--- src/rtl/count_pkg.sv ---
// Shared encodings for the up/down counter: MODE values and the bounce-direction state.
package count_pkg;

    localparam logic [1:0] MODE_WRAP   = 2'b00;
    localparam logic [1:0] MODE_SAT    = 2'b01;
    localparam logic [1:0] MODE_BOUNCE = 2'b10;
    // 2'b11 is reserved and decodes as MODE_WRAP.

    typedef enum logic {
        B_UP   = 1'b0,
        B_DOWN = 1'b1
    } bounce_state_e;

endpackage

--- src/rtl/count_step.sv ---
// Combinational next-state logic for count_updn.
// Inputs : current count/dir/bounce state, en/up/mode/load/load_val controls.
// Outputs: next count, terminal-count flag, next effective direction, next bounce state.
module count_step
    import count_pkg::*;
#(
    parameter int unsigned WIDTH   = 4,
    parameter int unsigned MAX_VAL = 9
) (
    input  logic [WIDTH-1:0] count_i,
    input  logic             dir_i,
    input  bounce_state_e    bstate_i,
    input  logic             en_i,
    input  logic             up_i,
    input  logic [1:0]       mode_i,
    input  logic             load_i,
    input  logic [WIDTH-1:0] load_val_i,
    output logic [WIDTH-1:0] count_c_o,
    output logic             tc_c_o,
    output logic             dir_c_o,
    output bounce_state_e    bstate_c_o
);

    localparam logic [WIDTH-1:0] MAX    = WIDTH'(MAX_VAL);
    localparam logic [WIDTH-1:0] MAX_M1 = WIDTH'(MAX_VAL - 1);
    localparam logic [WIDTH-1:0] ONE    = WIDTH'(1);

    // Load beats enable; with neither, everything holds and TC drops.
    always_comb begin
        count_c_o  = count_i;
        tc_c_o     = 1'b0;
        dir_c_o    = dir_i;
        bstate_c_o = bstate_i;

        if (load_i) begin
            count_c_o = (load_val_i > MAX) ? MAX : load_val_i;
        end else if (en_i) begin
            dir_c_o = up_i;
            case (mode_i)
                MODE_SAT: begin
                    if (up_i) begin
                        if (count_i >= MAX) begin
                            count_c_o = MAX;
                            tc_c_o    = 1'b1;
                        end else begin
                            count_c_o = count_i + ONE;
                        end
                    end else begin
                        if (count_i == '0) begin
                            tc_c_o = 1'b1;
                        end else begin
                            count_c_o = count_i - ONE;
                        end
                    end
                end
                MODE_BOUNCE: begin
                    if (bstate_i == B_UP) begin
                        if (count_i >= MAX) begin
                            bstate_c_o = B_DOWN;
                            count_c_o  = MAX_M1;
                            tc_c_o     = 1'b1;
                        end else begin
                            count_c_o = count_i + ONE;
                        end
                    end else begin
                        if (count_i == '0) begin
                            bstate_c_o = B_UP;
                            count_c_o  = ONE;
                            tc_c_o     = 1'b1;
                        end else begin
                            count_c_o = count_i - ONE;
                        end
                    end
                    // Direction follows the state being entered, so it flips on the turn edge.
                    dir_c_o = (bstate_c_o == B_UP);
                end
                default: begin
                    if (up_i) begin
                        if (count_i >= MAX) begin
                            count_c_o = '0;
                            tc_c_o    = 1'b1;
                        end else begin
                            count_c_o = count_i + ONE;
                        end
                    end else begin
                        if (count_i == '0) begin
                            count_c_o = MAX;
                            tc_c_o    = 1'b1;
                        end else begin
                            count_c_o = count_i - ONE;
                        end
                    end
                end
            endcase
        end
    end

endmodule

--- src/rtl/count_updn.sv ---
// Up/down counter with wrap, saturate and bounce modes, synchronous load.
// Ports: clk_i, rst_i (async, active-high), en_i, up_i, mode_i[1:0], load_i,
//        load_val_i[WIDTH]; outputs count_o[WIDTH], tc_o, dir_o, all registered.
module count_updn
    import count_pkg::*;
#(
    parameter int unsigned WIDTH   = 4,
    parameter int unsigned MAX_VAL = 9
) (
    input  logic             clk_i,
    input  logic             rst_i,
    input  logic             en_i,
    input  logic             up_i,
    input  logic [1:0]       mode_i,
    input  logic             load_i,
    input  logic [WIDTH-1:0] load_val_i,
    output logic [WIDTH-1:0] count_o,
    output logic             tc_o,
    output logic             dir_o
);

    logic [WIDTH-1:0] count_q, count_d;
    logic             tc_q, tc_d;
    logic             dir_q, dir_d;
    bounce_state_e    bstate_q, bstate_d;

    count_step #(
        .WIDTH   (WIDTH),
        .MAX_VAL (MAX_VAL)
    ) u_step (
        .count_i    (count_q),
        .dir_i      (dir_q),
        .bstate_i   (bstate_q),
        .en_i       (en_i),
        .up_i       (up_i),
        .mode_i     (mode_i),
        .load_i     (load_i),
        .load_val_i (load_val_i),
        .count_c_o  (count_d),
        .tc_c_o     (tc_d),
        .dir_c_o    (dir_d),
        .bstate_c_o (bstate_d)
    );

    // State register; bounce state lives here so it survives mode changes.
    always_ff @(posedge clk_i or posedge rst_i) begin
        if (rst_i) begin
            count_q  <= '0;
            tc_q     <= 1'b0;
            dir_q    <= 1'b1;
            bstate_q <= B_UP;
        end else begin
            count_q  <= count_d;
            tc_q     <= tc_d;
            dir_q    <= dir_d;
            bstate_q <= bstate_d;
        end
    end

    assign count_o = count_q;
    assign tc_o    = tc_q;
    assign dir_o   = dir_q;

endmodule
--- config.mk ---
export PLATFORM = sky130hd
export DESIGN_NAME = count_updn
export DESIGN_NICKNAME = d
export VERILOG_FILES = /design/src/rtl/count_pkg.sv /design/src/rtl/count_step.sv /design/src/rtl/count_updn.sv
export SDC_FILE = /design/constraint.sdc
export NUM_CORES = 1
export LEC_CHECK = 0
export ABC_AREA = 1
export CORE_MARGIN = 1
export CORE_UTILIZATION = 40
export CTS_CLUSTER_DIAMETER = 80
export CTS_CLUSTER_SIZE = 24
export DETAILED_ROUTE_END_ITERATION = 7
export GPL_ROUTABILITY_DRIVEN = 0
export GPL_TIMING_DRIVEN = 0
export HOLD_SLACK_MARGIN = 0.03
export PLACE_DENSITY_LB_ADDON = 0.15
export SYNTH_ARGS = -nofsm -noshare
export SYNTH_HDL_FRONTEND = slang
export SYNTH_SLANG_ARGS = --single-unit
export TNS_END_PERCENT = 1
--- constraint.sdc ---
create_clock -name clk_i -period 3.3 [get_ports clk_i]
set_input_delay 0.66 -clock clk_i [delete_from_list [all_inputs] [get_ports clk_i]]
set_output_delay 0.66 -clock clk_i [all_outputs]
set_load 0.05 [all_outputs]
==> flow_metrics.env, run 1 <==
export IMPL_clock_fmax_mhz=433
export IMPL_core_area_um2=1820
export IMPL_synthMuxAreaShare_pct=0
export IMPL_cpLargestDelayFamily="buffers and inverters"
export IMPL_ir_drop_mv=0.180
export IMPL_endpoint_kind="output port"
export IMPL_first_pass_iters=4
export IMPL_portBuffers=16
export IMPL_start_util_pct=44.7
export IMPL_pwr_share_seq_pct=27.5
export IMPL_rsz0062_at_grt="false"
export IMPL_fp_dieW_um=47.1
export IMPL_drive_gt1_share_pct=10.8
export IMPL_cpMaxStageDelayCell="clkdlybuf4s50_1"
export IMPL_clk_pin_slew_ps=50
export IMPL_critPathBufInv=1
export IMPL_avgSynthCellArea_um2=5.94
export IMPL_routed_wl_um=2070
export IMPL_nFillCells=182
export IMPL_seqCellArea_um2=176
export IMPL_cts_resized=0
export IMPL_crit_path_cell_trace="clkdlybuf4s50_1"
export IMPL_holdBufCountCts=0
export IMPL_crit_type="reg2out"
export IMPL_fin_crit_sh_pct=69.9
export IMPL_cts_setup_buffers=0
export IMPL_std_cell_rows=15
export IMPL_r2r_cells=9
export IMPL_wl_per_cell_um=11.4
export IMPL_synth_cells_most_frequent="nand2_1, inv_1, nand3_1, nor2_1, o21ai_0"
export IMPL_rr_startpoint="count_o[0]"
export IMPL_clock_latency_ps=250
export IMPL_tightestPinTransition_ps=492
export IMPL_synth_adder_area_share_pct=7.69
export IMPL_synthArstFlopShare_pct=100
export IMPL_fin_area_um2=1030
export IMPL_switchingPower_w=0.000217
export IMPL_syn_nets=153
export IMPL_fin_crit_ps=2310
export IMPL_syn_area_um2=813
export IMPL_yosys_cell_types_count=21
export IMPL_fin_ws_ps=992
export IMPL_finalSetupViolCount=0
export IMPL_drc=0
export IMPL_syn_inst=137
export IMPL_utilization_pct=56.6
export IMPL_antenna_cells=0
export IMPL_fin_skew_ps=1.49
export IMPL_grt_usage_pct=21.5
export IMPL_finalNetCount=174
export IMPL_max_cap_violations=0
export IMPL_place_ws_ps=1160
export IMPL_root_buffer="clkbuf_4"
export IMPL_synth_seq_area_share_pct=21.7
export IMPL_synth_most_common_cell="nand2_1"
export IMPL_synth_largest_area_cell="nand2_1"
export IMPL_r2r_end="count_o[1]"
export IMPL_via_per_inst=5.08
export IMPL_num_io_pins=17
export IMPL_internal_power_w=0.000238
export IMPL_yosys_top_cells_area="nand2_1, dfrtp_1, inv_1"
export IMPL_tns_ps=0
export IMPL_cp_start_kind="flip-flop"
export IMPL_whs_path_depth=2
export IMPL_ant_nets=0
export IMPL_die_h_um=47.1
export IMPL_leakage_nw=0.523
export IMPL_h_tree_depth=1
export IMPL_grt_pass1_wl_um=3360
export IMPL_synth_top_area_share_pct=18.9
export IMPL_synth_compound_area_share_pct=18.6
export IMPL_clock_sinks=7
export IMPL_cts_tree="yes"
export IMPL_min_to="dir_o"
export IMPL_synth_ff_type="dfrtp_1"
export IMPL_die_area_um2=2220
export IMPL_powerDensity_nw_per_um2=441
export IMPL_synth_top_family_by_area="simple AND/OR/NAND/NOR gates"
export IMPL_grt_max_degree=11
export IMPL_areaGrowthSynthToFinish_pct=26.8
export IMPL_num_vias=925
export IMPL_switching_share_pct=47.7
export IMPL_synth_simple_gate_area_share_pct=40.0
export IMPL_slowest_delay_ps=870
export IMPL_dpl_instance_area_um2=1000
export IMPL_ys_ff_latch=7
export IMPL_grt_overflow=0
export IMPL_hold_path_startpoint="dir_o"
export IMPL_p_comb_share_pct=55.0
export IMPL_grt_pass1_vias=802
export IMPL_reg2reg_slack_ps=1480
export IMPL_synthXorXnorAreaFrac_pct=0
export IMPL_cts_path_max_buffers=2
export IMPL_critPathRequiredTime_ps=2640
export IMPL_cp_max_fo=9
export IMPL_hold_path_class="reg2reg"
export IMPL_cts_made_buffers=3
export IMPL_pwr_share_clk_pct=17.5
export IMPL_status="completed"
export IMPL_synth_warnings=0
export IMPL_relSlewSlack_pct=67.1
export IMPL_slew_violations=0
export IMPL_antenna_found_initial=0
export IMPL_hold_violations=0
export IMPL_arrival_ps=1650
export IMPL_place_hpwl_um=1670
export IMPL_drt_iter0_drc=30
export IMPL_multi_input_area_um2=539
export IMPL_synth_edf_count=0
## power groups by stage
| stage | sequential (W) | clock, W | combinational [W] |
|---|---|---|---|
| 2_1_floorplan | 0.000158 | 0 | 0.000144 |
| 3_3_place_gp | 0.000125 | 0 | 0.000243 |
| 3_5_place_dp | 0.000126 | 0 | 0.000248 |
| 4_1_cts | 0.000125 | 0.0000820 | 0.000248 |
| 5_1_grt | 0.000128 | 0.0000858 | 0.000277 |
| 6_report | 0.000125 | 0.0000796 | 0.000250 |
## area by class of cell
cell class / count / share of cell area (%)
Inverter: 23 / 8.37
Tap cell: 25 / 3.03
Multi-Input combinational cell: 106 / 52.3
Buffer: 1 / 1.09
Clock buffer: 4 / 2.55
Sequential cell: 7 / 17.1
Timing Repair Buffer: 16 / 15.5
## placed cells by master, fill, tap and decap left out, types with 5 or more instances in the layout
cell and count:
ha_1 5, inv_1 21, nand3_1 13, a21oi_1 6, clkdlybuf4s50_1 16, dfrtp_1 6
nor2_1 13, nand2_1 41, o21ai_0 10
## sequential cells by signal (all words and copies together) (netlist names)
| register | count |
|---|---|
| tc_o | 1 |
| bstate_q | 1 |
| dir_o | 1 |
| count_o | 4 |
## cells by family after synthesis
kind of cell               count (synthesis)
AOI/OAI and AO/OA                         26
adders and majority gates                  5
buffers and inverters                     24
DFF                                        7
and+or+nand+nor                           75
## metrics by stage
step	hold slack, ps	cells	total power [W]
2_1_floorplan	463	137	0.000302
3_3_place_gp	544	178	0.000368
3_5_place_dp	560	178	0.000374
4_1_cts	579	182	0.000455
5_1_grt	626	182	0.000490
6_report	578	182	0.000455
## metal layers
metal | vias to the layer above | wire (um) | global-route usage, % | part of all wire (%)
met1 | 414 | 983 | 27.8 | 48
li1 | 481 | - | - | -
met3 | 0 | 79 | 4.62 | 3.8
met2 | 30 | 1000 | 36.9 | 49
met4 | 0 | 0 | 4.00 | 0
met5 | - | 0 | 0 | 0
## worst max-delay path by stage
| stage | end | cells past startpoint | slack (ps) | start |
|---|---|---|---|---|
| floorplan | count_o[3] | 10 | 1430 | count_o[0] |
| CTS | count_o[0] | 1 | 980 | count_o[0] |
| finish | count_o[0] | 1 | 990 | count_o[0] |
| detailed placement | count_o[3] | 11 | 1160 | mode_i[0] |
| global route | count_o[0] | 1 | 890 | count_o[0] |
| global placement | count_o[3] | 11 | 1200 | mode_i[0] |
(Power assumes the default switching activity.)
==> inputs of run 2 (changes only) <==
- clock period: 3.3 -> 2.3 ns (I/O delays scaled with it)
==> results of run 2 <==
Same layout as run 1 (identical final DEF). Status: completed.
Among the figures that moved: setup slack after placement 1160 ps -> 360 ps; setup slack after layout 992 ps -> 192 ps; hold slack 578 ps -> 442 ps; register-to-register setup slack 1480 ps -> 480 ps; total power 0.000455 W -> 0.000652 W; worst IR drop on VDD 0.180 mV -> 0.258 mV
